===== config.mk =====
export PLATFORM = sky130hd
export DESIGN_NAME = slave_regfile
export DESIGN_NICKNAME = d
export VERILOG_FILES = /design/src/rtl/slave_regfile.sv
export SDC_FILE = /design/constraint.sdc
export NUM_CORES = 1
export LEC_CHECK = 0
export CORE_UTILIZATION = 45
export CTS_CLUSTER_SIZE = 10
export DETAILED_ROUTE_END_ITERATION = 8
export PLACE_DENSITY = 0.78
export RECOVER_POWER = 50
export SLEW_MARGIN = 15
export SYNTH_ARGS = -nofsm -noshare
export SYNTH_HDL_FRONTEND = slang
export SYNTH_SLANG_ARGS = --single-unit

===== constraint.sdc =====
create_clock -name clk -period 1.7 [get_ports clk]
set_clock_uncertainty 0.1 [all_clocks]
set_input_delay 0.17 -clock clk [delete_from_list [all_inputs] [get_ports clk]]
set_output_delay 0.17 -clock clk [all_outputs]
set_load 0.05 [all_outputs]

===== src/rtl/slave_regfile.sv =====
// Slave register file behind a valid/ready port with a programmable wait-state FSM.
// Optional build macro SLAVE_ACC_EN: writes accumulate into the register (mod 8) instead of overwriting.
module slave_regfile #(
    parameter int WAIT_CYCLES = 2,
    parameter int CNT_W       = 8
) (
    input  logic             clk,
    input  logic             rst_n,
    input  logic             valid_in,
    input  logic [2:0]       addr_in,
    input  logic [2:0]       value_in,
    output logic             ready_out,
    input  logic [2:0]       rd_addr,
    output logic [2:0]       rd_data,
    output logic [CNT_W-1:0] wr_count,
    output logic             busy
);

    typedef enum logic [1:0] {
        ST_IDLE = 2'd0,
        ST_WAIT = 2'd1,
        ST_RDY  = 2'd2,
        ST_GAP  = 2'd3
    } state_t;

    localparam logic [3:0] WAIT_LAST = (WAIT_CYCLES > 0) ? 4'(WAIT_CYCLES - 1) : 4'd0;

    state_t           state_r;
    state_t           state_next_s;
    logic [3:0]       wait_cnt_r;
    logic [3:0]       wait_cnt_next_s;
    logic             ready_r;
    logic             busy_r;
    logic [2:0]       rd_data_r;
    logic [CNT_W-1:0] wr_count_r;
    logic [2:0]       mem_r [8];
    logic             hs_s;
    logic [2:0]       wr_value_s;

    // ready_r mirrors state_r==ST_RDY, so a handshake is only possible in RDY
    assign hs_s = valid_in && ready_r;

    // Next-state and wait counter; the GAP state swallows the stale valid beat after a handshake
    always_comb begin
        state_next_s    = state_r;
        wait_cnt_next_s = wait_cnt_r;
        case (state_r)
            ST_IDLE: begin
                if (valid_in) begin
                    wait_cnt_next_s = 4'd0;
                    if (WAIT_CYCLES == 0) begin
                        state_next_s = ST_RDY;
                    end else begin
                        state_next_s = ST_WAIT;
                    end
                end else begin
                    state_next_s = ST_IDLE;
                end
            end
            ST_WAIT: begin
                if (wait_cnt_r == WAIT_LAST) begin
                    state_next_s    = ST_RDY;
                    wait_cnt_next_s = 4'd0;
                end else begin
                    wait_cnt_next_s = wait_cnt_r + 4'd1;
                end
            end
            ST_RDY: begin
                if (hs_s) begin
                    state_next_s = ST_GAP;
                end else begin
                    state_next_s = ST_RDY;
                end
            end
            ST_GAP: begin
                state_next_s = ST_IDLE;
            end
            default: begin
                state_next_s    = ST_IDLE;
                wait_cnt_next_s = 4'd0;
            end
        endcase
    end

    // Value stored on a handshake: overwrite, or accumulate in the SLAVE_ACC_EN build
    always_comb begin
`ifdef SLAVE_ACC_EN
        wr_value_s = mem_r[addr_in] + value_in;
`else
        wr_value_s = value_in;
`endif
    end

    // FSM state, wait counter and flop-decoded ready/busy outputs
    always_ff @(posedge clk or negedge rst_n) begin
        if (!rst_n) begin
            state_r    <= ST_IDLE;
            wait_cnt_r <= 4'd0;
            ready_r    <= 1'b0;
            busy_r     <= 1'b0;
        end else begin
            state_r    <= state_next_s;
            wait_cnt_r <= wait_cnt_next_s;
            ready_r    <= (state_next_s == ST_RDY);
            busy_r     <= (state_next_s != ST_IDLE);
        end
    end

    // Register file and accepted-write counter
    always_ff @(posedge clk or negedge rst_n) begin
        if (!rst_n) begin
            for (int i = 0; i < 8; i++) begin
                mem_r[i] <= 3'd0;
            end
            wr_count_r <= '0;
        end else if (hs_s) begin
            mem_r[addr_in] <= wr_value_s;
            wr_count_r     <= wr_count_r + CNT_W'(1);
        end else begin
            wr_count_r <= wr_count_r;
        end
    end

    // Registered read port; a read in the handshake cycle sees the pre-write value
    always_ff @(posedge clk or negedge rst_n) begin
        if (!rst_n) begin
            rd_data_r <= 3'd0;
        end else begin
            rd_data_r <= mem_r[rd_addr];
        end
    end

    assign ready_out = ready_r;
    assign busy      = busy_r;
    assign rd_data   = rd_data_r;
    assign wr_count  = wr_count_r;

endmodule


==> results of run 1 <==
[critical path, cell delays in order (launching register included)]
cell	delay, ns
dfrtp_1	0.44
nand3_1	0.19
or3_1	0.40
mux2_2	0.29
[power groups by stage]
stage	clock (mW)	combinational [mW]	sequential [mW]
6_report	0.650	1.33	1.76
5_1_grt	0.718	1.45	1.82
4_1_cts	0.675	1.38	1.76
3_5_place_dp	0	1.37	1.78
3_3_place_gp	0	1.33	1.76
2_1_floorplan	0	0.632	2.03
[state kept, by name (all words and copies together), names as in the netlist]
register / cells
state_r: 2
rd_data: 3
wr_count: 8
mem_r: 24
ready_out: 1
wait_cnt_r: 4
busy: 1
[cells by family after synthesis]
logic type | share of synthesized area (%)
AOI/OAI and AO/OA | 2.958
xor gates and xnor gates | 3.222
adders and majority gates | 1.973
buffers and inverters | 0.4598
DFF | 56.54
muxes | 24.26
and+or+nand+nor | 10.59
[timing repair]
item                                    in CTS  in global routing
hold buffers                                 1                  0
endpoints found under the setup margin       0                  0
endpoints found under the hold margin       18                  0
gates resized for setup                      0                  0
[layout by cell type (no fill, tap or decap), types with 6 or more instances in the layout]
cell / count
dfrtp_1: 43
xnor2_1: 7
buf_4: 17
mux2_2: 29
nand2_1: 7
clkdlybuf4s50_1: 10
mux4_2: 6
clkbuf_8: 6
[layout make-up]
class,count,area share (%)
clock inverter,1,0.2147
tap,50,2.684
clock buffer,6,3.543
inverter,1,0.1610
timing repair buffer,35,12.13
multi-input combinational,91,35.10
sequential,43,46.16
[final timing paths]
kind | slack (ns) | endpoint | depth (start not counted) | startpoint
worst max register to register | 0.16 | mem_r[18]$_DFFE_PN0P_ | 3 | ready_out$_DFF_PN0_
min in group clk | 0.37 | wr_count[7]$_DFFE_PN0P_ | 1 | wr_count[7]$_DFFE_PN0P_
worst min register to register | 0.37 | wr_count[7]$_DFFE_PN0P_ | 1 | wr_count[7]$_DFFE_PN0P_
worst max-delay path | 0.16 | mem_r[18]$_DFFE_PN0P_ | 3 | ready_out$_DFF_PN0_
max in group asynchronous | 0.46 | wait_cnt_r[0]$_DFFE_PN0P_ | 3 | rst_n
worst min-delay path | 0.25 | mem_r[22]$_DFFE_PN0P_ | 2 | rst_n
[through the flow]
| stage | worst slack (ns) | std cells | hold slack, ns |
|---|---|---|---|
| finish | 0.1603 | 227 | 0.2485 |
| global route | 0.07674 | 227 | 0.2935 |
| CTS | 0.2010 | 227 | 0.2639 |
| detailed placement | -0.1107 | 219 | 0.04072 |
| global placement | -0.08445 | 219 | 0.02484 |
| floorplan | 0.1042 | 136 | -0.2256 |
[routing by layer]
layer / track usage (%) / up-vias / share of wire, %
met5: 0 / - / 0
met4: 10.37 / 0 / 2.4
met3: 5.651 / 9 / 5.0
met2: 31.13 / 34 / 47
met1: 24.83 / 637 / 45
li1: - / 573 / -
==> flow_summary.ini, run 1 <==
[place]
hpwlAfterDp_um = 2787
placed_area_um2 = 2252
port_buffers = 24
place_congestion = 0.8438

[worst_setup_path]
endpoint_kind = flip-flop
start_kind = flip-flop
critPathKind = flip-flop to flip-flop
cp_max_fo = 6
crit_required_ns = 1.78
cp.arrival_ns = 1.62

[power]
p_per_area_nw_per_um2 = 1602
power_leakage_nw = 1.058
p_sw_share_pct = 36.54
comb_power_share_pct = 35.5
clkPwrFrac_pct = 17.4
pwr-share-seq_pct = 47.1
design_power_total_mw = 3.735
intPower_mw = 2.370
peakVddDrop_v = 0.001059
p_sw_mw = 1.365

[global_route]
track_usage_pct = 19.93
overflow = 0
grt_antenna_before_repair = 0
grt_max_degree = 21
grt_first_pass_wirelength_um = 6341
grt_pass1_vias = 1327

[routing]
postRouteAntennaNets = 0
routedWlPerCell_um = 16.25
drt_drc_violations_left = 0
vias = 1253
totalWireLength_um = 3689
drt_iter0_markers = 84
vias_per_cell = 5.520
first_pass_iters = 4

[job]
drv_cap = 0

[yosys]
synthTopCellsByArea = dfrtp_1 57%, mux2_2 17%, mux4_2 7.1%, xnor2_1 3.2%, ha_1 2.0%
syn_inst = 136
synth_nets = 151
yosys_warnings = 0
synth_edf_count = 0
synth_cell_types = 26
synth_top_area_share_pct = 56.54
synth_top_area_cell = dfrtp_1
ys.flop_type = dfrtp_1
ys_seq_area_share_pct = 56.54
async_reset_ff_share_pct = 100.0
synthTopCellsByCount = 43 x dfrtp_1, 29 x mux2_2, 7 x nand2_1, 7 x xnor2_1, 6 x mux4_2
synth_area_um2 = 1903
synth.avg_cell_area_um2 = 13.99
synth_most_common_cell = dfrtp_1
synth-seq-cells = 43

[final_layout]
final_util_pct = 57.86
multi_input_area_um2 = 818.3
antenna-diode-count = 0
register_area_um2 = 1076
drive_gt1_share_pct = 36.72
num-nets-final = 192
area_delta_synth_final_pct = 22.49
fin_area_um2 = 2331
n_fill_cell = 336

[die]
die_y_um = 67.03
die_x_um = 67.03
core_um2 = 4029
die_area_um2 = 4493
rows = 23
num_io_pins = 25
start_util_pct = 47.24

[clock_tree]
post_cts_buffers = 0
cts.path.max_buffers = 2
cts_root_buffer = clkbuf_8
clkSinkCount = 43
htreeDepth = 2
path_clk_slew_ns = 0.08
cts_made_buffers = 5
cts_tree = built
clk_latency_ns = 0.29

[sta]
slew_headroom_pct = 60.54
post-route-min-period_ns = 1.540
finalSetupViolations = 0
maxSlewViolCount = 0
setup-tns-final_ns = 0
tightestPinTransition_ns = 0.5944
fmax_mhz = 649.5
finalHoldViolCount = 0
post-route-period-util_pct = 90.57
rsz0062_at_grt = no

[outcome]
outcome = complete, no violations

[min_path]
min_path_type = input port to async pin
(Power assumes the default switching activity.)
==> run 2: changes to the inputs <==
Settings changed: CAP_MARGIN from default to 20.
==> results of run 2 <==
The final DEF is identical to that of run 1; final timing and power are the same.
==> run 3: changes to the inputs <==
--- a/config.mk
+++ b/config.mk
@@ -13,2 +13,3 @@
 export RECOVER_POWER = 50
+export SETUP_SLACK_MARGIN = 0.5
 export SLEW_MARGIN = 15
==> constraint.sdc (replaced) <==
create_clock -name clk -period 1.7 [get_ports clk]
set_clock_uncertainty 0.1 [all_clocks]
set_input_delay 0.51 -clock clk [delete_from_list [all_inputs] [get_ports clk]]
set_output_delay 0.51 -clock clk [all_outputs]
set_load 0.05 [all_outputs]
==> flow_summary.ini, run 3 (synthesis gave the netlist of run 1 again) <==
[outcome]
outcome = complete, no violations

[global_route]
grt_antenna_before_repair = 0
grt_pass1_vias = 1394
overflow = 0
grt_max_degree = 27
grt_first_pass_wirelength_um = 7024
track_usage_pct = 22.27

[sta]
fmax_mhz = 649.2
finalHoldViolCount = 0
tightestPinTransition_ns = 1.078
setup_ws_ns = 0.1597
post-route-min-period_ns = 1.540
rsz0062_at_grt = yes
finalSetupViolations = 0
slew_headroom_pct = 28.17
post-route-period-util_pct = 90.61
setup-tns-final_ns = 0
maxSlewViolCount = 0

[worst_setup_path]
start_kind = flip-flop
cpLargestDelayFamily = flip-flops
critPathKind = flip-flop to output port
crit_required_ns = 1.09
cp_max_fo = 4
worstPathCellList = buf_12
cp.arrival_ns = 0.93
critPathMaxStageDelay_ns = 0.47
r2r_setup_slack_ns = 0.17
cpMaxStageDelayCell = dfrtp_2
crit_buf_inv = 1
endpoint_kind = output port

[clock_tree]
cts_root_buffer = clkbuf_8
cts_made_buffers = 5
cts.path.max_buffers = 2
clk_latency_ns = 0.29
clkSinkCount = 43
cts_tree = built
htreeDepth = 2
path_clk_slew_ns = 0.08
cts_hold_buf = 0

[routing]
drt_drc_violations_left = 0
first_pass_iters = 4
vias_per_cell = 5.608
routedWlPerCell_um = 19.48
drt_iter0_markers = 64
totalWireLength_um = 4773
vias = 1374
postRouteAntennaNets = 0

[min_path]
min_path_type = input port to async pin

[final_layout]
largest_reg_flops = 24
antenna-diode-count = 0
final_common_cell = dfrtp_1
top_register = mem_r
final_cells = 245
area_delta_synth_final_pct = 51.55
final_util_pct = 71.58
layout_common_cells = 33 x dfrtp_1, 22 x mux2_4, 18 x buf_4
drive_gt1_share_pct = 62.05
fin_area_um2 = 2884
num-nets-final = 209

[job]
drv_cap = 0

[die]
num_io_pins = 25
die_x_um = 67.03
rows = 23
core_um2 = 4029
die_y_um = 67.03
die_area_um2 = 4493
start_util_pct = 47.24

[place]
hpwlAfterDp_um = 2828
pre_cts_ws_ns = -0.4797
port_buffers = 24
place_inst = 217
placed_area_um2 = 2445
place_congestion = 0.8350

[power]
power_leakage_nw = 1.305
p_per_area_nw_per_um2 = 1613
peakVddDrop_v = 0.001150
run 3: cell count changes in the layout (fill, tap and decap cells not counted), moves of 8 or more:
cell	delta
buf_12	+14
buf_6	+9
mux2_4	+22
dfrtp_2	+10
dfrtp_1	-10
clkdlybuf4s50_1	-8
mux2_2	-22
run 3: power by group:
part           leakage [nW]  internal [mW]  switching (mW)
combinational         0.718           1.27           0.932
sequential            0.545           1.45           0.375
clock                0.0422          0.288           0.336
run 3: area by class of cell:
class	count	area, um2
Fill cell	284	1145
Sequential cell	43	1089
Multi-Input combinational cell	91	1035
Timing Repair Buffer	52	613.1
Clock buffer	7	76.32
Tap cell	50	62.56
Clock inverter	1	5.005
Inverter	1	3.754
run 3: per-stage QoR:
stage	hold slack (ns)	power, mW
2_1_floorplan	0.1144	2.693
3_3_place_gp	0.3717	3.421
3_5_place_dp	0.3722	3.505
4_1_cts	0.05150	4.437
5_1_grt	0.3608	4.867
6_report	0.2877	4.652
run 3: what timing repair did:
item / 4_1_cts / 5_1_grt
endpoints found under the setup margin: 55 / 51
pin swaps: 7 / 10
gates resized for setup: 61 / 28
buffers inserted: 13 / 7
run 3: final timing paths:
kind / cells past startpoint / end / start
max: 1 / ready_out / ready_out$_DFF_PN0_
max in group asynchronous: 2 / wr_count[0]$_DFFE_PN0P_ / rst_n
min in group clk: 1 / mem_r[11]$_DFFE_PN0P_ / mem_r[11]$_DFFE_PN0P_
min reg2reg: 1 / mem_r[11]$_DFFE_PN0P_ / mem_r[11]$_DFFE_PN0P_
min: 1 / mem_r[19]$_DFFE_PN0P_ / rst_n
max reg2reg: 4 / mem_r[18]$_DFFE_PN0P_ / ready_out$_DFF_PN0_
run 3: per-layer routing:
metal  global-route usage [%]  wire length [um]  vias up
met5                        0                 0        -
met4                    7.181                91        0
met3                    5.479               192        8
met2                    37.63              2511       40
met1                    27.63              1977      707
li1                         -                 -      619
